[src/rtl/hilo_pkg.sv]
// Shared types and constants for the HI/LO multiply sequencer.
package hilo_pkg;
  localparam int HILO_W           = 32;
  localparam int MULT_LATENCY_DEF = 34;
  localparam int CNT_W            = 6;

  typedef enum logic [1:0] {
    IDLE = 2'd0,
    RUN  = 2'd1,
    CAPT = 2'd2,
    DONE = 2'd3
  } state_t;
endpackage

[src/rtl/hilo_regs.sv]
// HI/LO architectural storage: product capture beats mthi/mtlo writes.
// Optional HILO_FWD_EN forwards the multiplier halves onto hi/lo during capture.
module hilo_regs
  import hilo_pkg::*;
#(
  parameter int WIDTH = HILO_W
) (
  input  logic             clk,
  input  logic             rst,
  input  logic             capt,
  input  logic             hi_we,
  input  logic             lo_we,
  input  logic [WIDTH-1:0] wr_data,
  input  logic [WIDTH-1:0] mult_hi,
  input  logic [WIDTH-1:0] mult_lo,
  output logic [WIDTH-1:0] hi,
  output logic [WIDTH-1:0] lo
);
  logic [WIDTH-1:0] hi_q;
  logic [WIDTH-1:0] lo_q;

  always_ff @(posedge clk or posedge rst) begin
    if (rst) begin
      hi_q <= '0;
      lo_q <= '0;
    end else if (capt) begin
      hi_q <= mult_hi;
      lo_q <= mult_lo;
    end else begin
      if (hi_we) hi_q <= wr_data;
      if (lo_we) lo_q <= wr_data;
    end
  end

`ifdef HILO_FWD_EN
  assign hi = capt ? mult_hi : hi_q;
  assign lo = capt ? mult_lo : lo_q;
`else
  assign hi = hi_q;
  assign lo = lo_q;
`endif
endmodule

[src/rtl/hilo_ctrl.sv]
// Multiply sequencer: launches and times the iterative multiplier, captures the product into HI/LO.
// Build option HILO_FWD_EN forwards the product onto hi/lo one cycle early (in CAPT).
module hilo_ctrl
  import hilo_pkg::*;
#(
  parameter int MULT_LATENCY = MULT_LATENCY_DEF,
  parameter int WIDTH        = HILO_W
) (
  input  logic             clk,
  input  logic             reset,
  input  logic             start,
  input  logic [WIDTH-1:0] op_a,
  input  logic [WIDTH-1:0] op_b,
  output logic [WIDTH-1:0] mult_a,
  output logic [WIDTH-1:0] mult_b,
  output logic             mult_init,
  input  logic [WIDTH-1:0] mult_hi,
  input  logic [WIDTH-1:0] mult_lo,
  input  logic             hi_we,
  input  logic             lo_we,
  input  logic [WIDTH-1:0] wr_data,
  output logic [WIDTH-1:0] hi,
  output logic [WIDTH-1:0] lo,
  output logic             busy,
  output logic             done,
  output logic             wr_drop
);
  state_t           state;
  state_t           nxt;
  logic [CNT_W-1:0] cnt;
  logic             accept;
  logic             capt;

  assign accept = start && ((state == IDLE) || (state == DONE));

  always_ff @(posedge clk or posedge reset) begin
    if (reset) state <= IDLE;
    else       state <= nxt;
  end

  always_comb begin
    nxt       = state;
    mult_init = 1'b0;
    busy      = 1'b0;
    done      = 1'b0;
    capt      = 1'b0;
    case (state)
      IDLE: if (start) nxt = RUN;
      RUN: begin
        mult_init = 1'b1;
        busy      = 1'b1;
        if (cnt == CNT_W'(MULT_LATENCY - 1)) nxt = CAPT;
      end
      CAPT: begin
        busy = 1'b1;
        capt = 1'b1;
        nxt  = DONE;
      end
      DONE: begin
        done = 1'b1;
        nxt  = start ? RUN : IDLE;
      end
      default: nxt = IDLE;
    endcase
  end

  // Counter restarts on every accepted start, including back-to-back from DONE.
  always_ff @(posedge clk or posedge reset) begin
    if (reset) begin
      cnt     <= '0;
      mult_a  <= '0;
      mult_b  <= '0;
      wr_drop <= 1'b0;
    end else begin
      if (accept) begin
        cnt    <= '0;
        mult_a <= op_a;
        mult_b <= op_b;
      end else if (state == RUN) begin
        cnt <= cnt + 1'b1;
      end
      wr_drop <= busy && (hi_we || lo_we || start);
    end
  end

  hilo_regs #(.WIDTH(WIDTH)) u_regs (
    .clk     (clk),
    .rst     (reset),
    .capt    (capt),
    .hi_we   (hi_we && !busy),
    .lo_we   (lo_we && !busy),
    .wr_data (wr_data),
    .mult_hi (mult_hi),
    .mult_lo (mult_lo),
    .hi      (hi),
    .lo      (lo)
  );
endmodule

[config.mk]
export PLATFORM = sky130hd
export DESIGN_NAME = hilo_ctrl
export DESIGN_NICKNAME = d
export VERILOG_FILES = /design/src/rtl/hilo_pkg.sv /design/src/rtl/hilo_regs.sv /design/src/rtl/hilo_ctrl.sv
export SDC_FILE = /design/constraint.sdc
export NUM_CORES = 1
export LEC_CHECK = 0
export CAP_MARGIN = 20
export CORE_MARGIN = 2
export CORE_UTILIZATION = 44
export CTS_CLUSTER_SIZE = 30
export DETAILED_ROUTE_END_ITERATION = 16
export PLACE_DENSITY_LB_ADDON = 0.12
export SLEW_MARGIN = 30
export SYNTH_ARGS = -nofsm -noshare
export SYNTH_HDL_FRONTEND = slang
export SYNTH_SLANG_ARGS = --single-unit
[constraint.sdc]
create_clock -name clk -period 8.63 [get_ports clk]
set_clock_uncertainty 0.05 [all_clocks]
set_input_delay 1.726 -clock clk [delete_from_list [all_inputs] [get_ports clk]]
set_output_delay 1.726 -clock clk [all_outputs]
set_load 0.02 [all_outputs]
==> impl_summary.log, run 1 <==
[metrics] HPWL after detailed placement: 12400 um
[metrics] area taken by flip-flops and latches: ~3400 um^2
[metrics] final design utilization: 71.1%
[metrics] Die Footprint: 14900 um^2
[metrics] Final min period: 3.91 ns
[metrics] post-CTS clock slew at the launch and capture registers of the worst setup and hold paths: around 0.050 ns
[metrics] horizontal extent of the die: 122 um
[metrics] count of endpoints failing hold in the final timing report: 0
[metrics] combinational group share of total power: a little over half
[metrics] maximum number of pins on one net before global-route repair: 87
[metrics] setup slack of the most critical reg-to-reg path: between 6 and 7 ns
[metrics] Port-buffer cells: 296
[metrics] wire length of the first global-routing pass: roughly 26000 um
[metrics] total leakage power: 4.31 nW
[metrics] number of different library cells in the post-synthesis netlist: 26
[metrics] Clock power frac: 18.9%
[metrics] clock tree root driver cell: sky130_fd_sc_hd__clkbuf_16
[metrics] final setup violation count: 0
[metrics] worst hold path class: register to register
[metrics] status: finished, final reports clean
[metrics] final critical-path share of the clock period: between 40% and 50%
[metrics] Synth warnings: 0
[metrics] area of the multi-input gates: approximately 2500 um^2
[metrics] areal power density over the cells: 430 nW/um^2
[metrics] Mapped Nets: about 640
[metrics] number of iterations in the first detailed-routing pass: 4
[metrics] Data required, critical path: roughly 7 ns
[metrics] proportion of total power due to net switching: a little over a third
[metrics] number of cell rows: 43
[metrics] Crit Path Max Fanout: 6
[metrics] placed cell count: 916
[metrics] nature of the critical path endpoint: output port
[metrics] Via density: 4.88
[metrics] worst slew slack as a fraction of its limit: 45.6%
[metrics] topmost layer with routed signal wires: met4
[metrics] vias after detailed routing: 4628
[metrics] number of inserted filler cells in the final layout: around 1000
[metrics] average wire per standard cell: 18.2 um
[metrics] initial DRC count: roughly 230
[metrics] Worst-Margin Slew: a little over 0.8 ns
[metrics] number of cells in the finished layout apart from fillers: 948
[metrics] Nets: 927
[metrics] max-slew violation count: 0
[metrics] per-instance average area after synthesis: 13.2 um^2
[metrics] layout cell share with drive strength beyond 1: 12.9%
[metrics] switching power: 0.00154 W
[metrics] Area contributors post-synth: sky130_fd_sc_hd__dfrtp_1 (56%), sky130_fd_sc_hd__mux2_4 (15%), sky130_fd_sc_hd__mux2i_1 (11%)
[metrics] endpoint arrival time on the critical path: 2.13 ns
[metrics] TritonCTS clock tree: built
[metrics] count of instances resized after the clock tree is built: 0
[metrics] number of clock sinks seen by CTS: 137
[metrics] gpl congestion: 0.790
[metrics] met3 wirelength from detailed routing: 1400 um
[metrics] sequential area share after synthesis: 55.9%
[metrics] TritonCTS buffer count: 17
[metrics] number of post-CTS setup repair buffers: 0
[metrics] aggregate global routing overflow: 0
[metrics] number of global-route vias before repair: 4836
[metrics] netlist area before placement: 6130 um^2
[metrics] final cell area excluding filler cells: 9790 um^2
[metrics] clock latency on the worst-skew pair: 0.41 ns
[metrics] wire length on met2: 8560 um
[metrics] Max H-tree Level: 4
[metrics] DRC errors left: 0
[metrics] number of diodes added for antenna fixing: 0
[metrics] cts-stage hold buffer count: 0
[metrics] library cell with the largest summed area after synthesis: sky130_fd_sc_hd__dfrtp_1
[metrics] count of pins on the block boundary: 297
[metrics] initial antenna violation count: 0
[metrics] unrepaired setup endpoints after global routing: no
[metrics] aggregate negative setup slack: 0 ns
[metrics] FF+latch count, synth: 137
[metrics] overall global routing resource usage: 23.0%
[metrics] area share of the largest cell type after synthesis: a little under three fifths
[metrics] startpoint type of the worst setup path: register
[metrics] drt total wl: 17200 um
[metrics] buffer depth of the longest clock path: 2
[metrics] Placed Area: 9140 um^2
[metrics] VDD IR-drop max: roughly 240 uV
[metrics] Max Freq: 256 MHz
[metrics] count of nets left with antenna violations after detail routing: 0
[metrics] Worst Setup Path Type: register to output port
[metrics] area added between synthesis and finish: 59.5%
[metrics] count of maximum capacitance violations: 0
[metrics] cell count after synthesis: 466
[metrics] Std-Cell Core Area: 13800 um^2
[metrics] part of the total power dissipated in sequential elements: 27.9%
[metrics] cell internal power dissipation: between 0.002 and 0.003 W
[metrics] starting utilization of the core area: between 40% and 50%
[metrics] die outline height: 122 um
[metrics] M1 WL: 6890 um
==> power groups by stage <==
stage / clock network, W / logic, W / registers (W)
after global routing: 0.000839 / 0.00238 / 0.00121
after global placement: 0 / 0.00221 / 0.00116
after detailed placement: 0 / 0.00226 / 0.00117
after floorplan: 0 / 0.00102 / 0.00153
final: 0.000793 / 0.00224 / 0.00117
after CTS: 0.000808 / 0.00227 / 0.00118
==> sequential cells by signal, summed over array words and instances (netlist names) <==
register,count
cnt,6
mult_b,32
state,2
u_regs.hi,32
wr_drop,1
mult_a,32
u_regs.lo,32
==> cell usage in the layout (no fill, tap or decap), types with 2 or more instances in the layout <==
cell type,instances
sky130_fd_sc_hd__a21oi_1,2
sky130_fd_sc_hd__a211oi_1,2
sky130_fd_sc_hd__inv_1,3
sky130_fd_sc_hd__clkdlybuf4s50_1,296
sky130_fd_sc_hd__clkbuf_1,4
sky130_fd_sc_hd__nand2_1,67
sky130_fd_sc_hd__buf_4,3
sky130_fd_sc_hd__mux2i_1,65
sky130_fd_sc_hd__mux2_4,60
sky130_fd_sc_hd__bufinv_16,5
sky130_fd_sc_hd__dfrtp_1,137
sky130_fd_sc_hd__o21ai_1,64
sky130_fd_sc_hd__clkbuf_16,17
sky130_fd_sc_hd__clkinv_2,3
sky130_fd_sc_hd__nor2_1,7
sky130_fd_sc_hd__xor2_1,3
sky130_fd_sc_hd__clkbuf_8,3
sky130_fd_sc_hd__buf_6,2
sky130_fd_sc_hd__nor2b_4,2
sky130_fd_sc_hd__mux2_1,5
sky130_fd_sc_hd__ha_1,6
==> logic make-up (layout without fill, tap and decap cells) <==
family,Yosys count,count (layout),synth area share (%)
adder cells (fa/ha/maj),7,7,1.43
buffers and inverters,35,337,4.53
AO/OA/AOI/OAI,70,70,5.85
XOR/XNOR,4,4,0.571
flip-flops,137,137,55.9
multiplexers,130,130,26.2
AND/OR/NAND/NOR,83,83,5.53
==> final cells by class <==
cell class	count	area share, %
flip-flops and latches	137	35.0
inverters	4	0.205
clock inverters	8	1.69
repair buffers	301	30.7
multi-input cells	294	25.1
clock buffers	24	4.92
well taps	180	2.30
==> critical path, cell delays in order, from the launching register on <==
cell,delay [ns]
sky130_fd_sc_hd__dfrtp_1,0.39
sky130_fd_sc_hd__inv_1,0.14
sky130_fd_sc_hd__ha_1,0.50
sky130_fd_sc_hd__clkdlybuf4s50_1,0.68
==> cell usage after synthesis <==
library cell	count
sky130_fd_sc_hd__dfrtp_1	137
sky130_fd_sc_hd__nand2_1	67
sky130_fd_sc_hd__mux2i_1	65
sky130_fd_sc_hd__o21ai_1	64
sky130_fd_sc_hd__mux2_4	60
sky130_fd_sc_hd__clkbuf_1	12
sky130_fd_sc_hd__buf_6	8
sky130_fd_sc_hd__ha_1	7
sky130_fd_sc_hd__nor2_1	7
sky130_fd_sc_hd__buf_8	6
sky130_fd_sc_hd__buf_4	5
sky130_fd_sc_hd__mux2_1	5
sky130_fd_sc_hd__inv_1	4
sky130_fd_sc_hd__nor2b_1	3
sky130_fd_sc_hd__xor2_1	3
sky130_fd_sc_hd__a211oi_1	2
sky130_fd_sc_hd__a21oi_1	2
sky130_fd_sc_hd__and3_1	1
sky130_fd_sc_hd__nand2b_1	1
sky130_fd_sc_hd__nand4_1	1
sky130_fd_sc_hd__nand4_2	1
sky130_fd_sc_hd__nor3_1	1
sky130_fd_sc_hd__o21ai_0	1
sky130_fd_sc_hd__o31a_1	1
sky130_fd_sc_hd__or3_1	1
sky130_fd_sc_hd__xnor2_1	1
==> layer usage <==
metal / global-route usage [%] / vias to the layer above
met4: 9.20 / 0
met1: 26.6 / 2222
li1: - / 2184
met5: 0 / -
met2: 39.0 / 194
met3: 8.33 / 28
==> path summary, 6_finish.rpt <==
kind                                          end             startpoint  depth (start not counted)
min reg2reg                 mult_b[2]$_DFFE_PP0P_  mult_b[2]$_DFFE_PP0P_                          1
min                         mult_b[2]$_DFFE_PP0P_  mult_b[2]$_DFFE_PP0P_                          1
max                                          busy   state[0]$_DFFE_PP0P_                          3
max in group asynchronous  mult_b[11]$_DFFE_PP0P_                  reset                          3
min in group asynchronous  mult_a[10]$_DFFE_PP0P_                  reset                          2
max reg2reg                 mult_b[0]$_DFFE_PP0P_   state[0]$_DFFE_PP0P_                          5
==> through the flow <==
stage               total power, W  hold WS (ns)  setup WS [ns]
finish                     0.00421         0.442           4.72
global route               0.00443         0.467           4.59
CTS                        0.00425         0.448           4.70
detailed placement         0.00343         0.427           4.87
global placement           0.00338         0.429           4.69
floorplan                  0.00255         0.470           3.19
(Power assumes the default switching activity.)
==> run 2, diff against run 1 <==
CORE_UTILIZATION = 41   (was 44)
clock period = 3.8 ns   (was 8.63 ns; I/O delays follow)
==> run 2 against run 1 <==
  * Global-route usage is 1.9 points lower
  * Critical path depth unchanged
  * Worst hold slack better by 0.0039 ns
  * Critical endpoint unchanged
  * Combinational power increased by 130%
  * Sequential share of layout area down 0.28 points
==> impl_summary.log, run 2 (synthesis gave the netlist of run 1 again) <==
[metrics] worst slew slack as a fraction of its limit: 54.8%
[metrics] count of maximum capacitance violations: 0
[metrics] count of nets left with antenna violations after detail routing: 0
[metrics] endpoint arrival time on the critical path: 2.18 ns
[metrics] aggregate global routing overflow: 0
[metrics] average wire per standard cell: between 15 and 20 um
[metrics] number of post-CTS setup repair buffers: 0
[metrics] count of pins on the block boundary: 297
[metrics] TritonCTS buffer count: 17
[metrics] Via density: a little under 5
[metrics] clock latency on the worst-skew pair: 0.41 ns
[metrics] clock tree root driver cell: sky130_fd_sc_hd__clkbuf_16
[metrics] most used cells in the layout excluding fill and tap cells: sky130_fd_sc_hd__clkdlybuf4s50_1 (296), sky130_fd_sc_hd__dfrtp_1 (137), sky130_fd_sc_hd__nand2_1 (67)
[metrics] vias after detailed routing: approximately 4700
[metrics] TritonCTS clock tree: built
[metrics] number of clock sinks seen by CTS: between 100 and 150
[metrics] Data required, critical path: around 3 ns
[metrics] horizontal extent of the die: around 130 um
[metrics] maximum number of pins on one net before global-route repair: 100
[metrics] HPWL after detailed placement: 12400 um
[metrics] die outline height: approximately 130 um
[metrics] Max H-tree Level: 4
[metrics] nature of the critical path endpoint: output port
[metrics] unrepaired setup endpoints after global routing: no
[metrics] status: finished, final reports clean
[metrics] wire length of the first global-routing pass: 26400 um
[metrics] Port-buffer cells: between 200 and 300
[metrics] sum of internal, switching and leakage power: 0.00947 W
[metrics] cts-stage hold buffer count: 0
[metrics] total leakage power: between 4 and 5 nW
[metrics] starting utilization of the core area: 42.0%
[metrics] met3 capacity usage during global routing: 6.50%
[metrics] Worst Setup Path Type: register to output port
[metrics] GR met1 Demand/Resource: 26.3%
[metrics] initial antenna violation count: 0
[metrics] Crit Path Max Fanout: 6
[metrics] Final min period: between 2 and 3 ns
[metrics] final setup violation count: 0
[metrics] worst hold path class: register to register
[metrics] Placed Area: 9240 um^2
[metrics] Die Footprint: 16000 um^2
[metrics] number of global-route vias before repair: 4930
[metrics] commonest non-fill, non-tap cell in the layout: sky130_fd_sc_hd__clkdlybuf4s50_1
[metrics] number of diodes added for antenna fixing: 0
[metrics] drt total wl: ~17000 um
[metrics] startpoint type of the worst setup path: register
[metrics] area added between synthesis and finish: 60.8%
[metrics] Max Freq: between 300 and 400 MHz
[metrics] placed cell count: 925
[metrics] DRC errors left: 0
[metrics] Worst-Margin Slew: 0.676 ns
[metrics] number of cell rows: 44
[metrics] Nets: 934
[metrics] met2 track utilization from global routing: 35.5%
[metrics] initial DRC count: 179
[metrics] final critical-path share of the clock period: 78.7%
[metrics] Std-Cell Core Area: 14600 um^2
[metrics] gpl congestion: 0.817
[metrics] max-slew violation count: 0
[metrics] count of endpoints failing hold in the final timing report: 0
[metrics] layout cell share with drive strength beyond 1: 14.1%
[metrics] buffer depth of the longest clock path: 2
[metrics] aggregate negative setup slack: 0 ns
[metrics] post-CTS clock slew at the launch and capture registers of the worst setup and hold paths: 0.06 ns
[metrics] VDD IR-drop max: 480 uV
[metrics] final design utilization: 67.6%
[metrics] number of cells in the finished layout apart from fillers: around 960
[metrics] areal power density over the cells: roughly 960 nW/um^2
[metrics] number of iterations in the first detailed-routing pass: 4
[metrics] final cell area excluding filler cells: 9860 um^2
[metrics] most heavily used metal layer in global routing: met2
[metrics] count of instances resized after the clock tree is built: 0
[metrics] overall global routing resource usage: a little over a fifth
-- run 2: cell types whose count changed in the layout (fill, tap and decap cells not counted) --
cell | previous run | this run
sky130_fd_sc_hd__bufinv_16 | 5 | 2
sky130_fd_sc_hd__buf_6 | 2 | 0
sky130_fd_sc_hd__clkinv_4 | 0 | 3
sky130_fd_sc_hd__clkinvlp_4 | 0 | 4
sky130_fd_sc_hd__clkinv_2 | 3 | 2
sky130_fd_sc_hd__buf_12 | 0 | 7
sky130_fd_sc_hd__buf_4 | 3 | 5
sky130_fd_sc_hd__clkbuf_8 | 3 | 1
sky130_fd_sc_hd__inv_6 | 1 | 3
sky130_fd_sc_hd__clkbuf_1 | 4 | 1
-- run 2: layout make-up --
class	count	area [um^2]
fillers	1094	4720
well taps	184	230
flip-flops and latches	137	3430
multi-input cells	294	2460
inverters	4	18.8
clock buffers	19	443
repair buffers	308	3140
clock inverters	13	145
-- run 2: through the flow --
| step | hold slack, ns | worst slack, ns |
|---|---|---|
| floorplan | 0.470 | 1.28 |
| global placement | 0.423 | 1.09 |
| detailed placement | 0.436 | 1.03 |
| CTS | 0.450 | 0.798 |
| global route | 0.476 | 0.751 |
| finish | 0.446 | 0.809 |
-- run 2: worst paths after layout --
check                                       from                endpoint  slack, ns  cells past startpoint
setup / recovery            state[1]$_DFFE_PP0P_                    busy       0.81                      3
hold / removal             mult_b[0]$_DFFE_PP0P_   mult_b[0]$_DFFE_PP0P_       0.45                      1
setup reg to reg            state[1]$_DFFE_PP0P_   mult_b[1]$_DFFE_PP0P_       1.39                      5
hold reg to reg            mult_b[0]$_DFFE_PP0P_   mult_b[0]$_DFFE_PP0P_       0.45                      1
max in group asynchronous                  reset  mult_b[17]$_DFFE_PP0P_       2.28                      4
min in group asynchronous                  reset  mult_a[24]$_DFFE_PP0P_       0.59                      2
-- run 2: per-layer routing --
layer	vias up	routed length, um
met1	2239	7140
met5	-	0
met2	203	8350
met3	21	1250
li1	2191	-
met4	0	292
-- run 2: power breakdown --
| part | switching [W] | internal, W | leakage (nW) |
|---|---|---|---|
| clock network | 0.000655 | 0.000990 | 0.280 |
| logic | 0.00245 | 0.00270 | 2.41 |
| registers | 0.000451 | 0.00222 | 1.64 |
| total | 0.00356 | 0.00591 | 4.33 |
-- run 2: worst max-delay path, stage by stage, from the launching register on --
cell and delay (ns):
sky130_fd_sc_hd__dfrtp_1 0.47, sky130_fd_sc_hd__inv_1 0.12, sky130_fd_sc_hd__ha_1 0.48, sky130_fd_sc_hd__clkdlybuf4s50_1 0.70
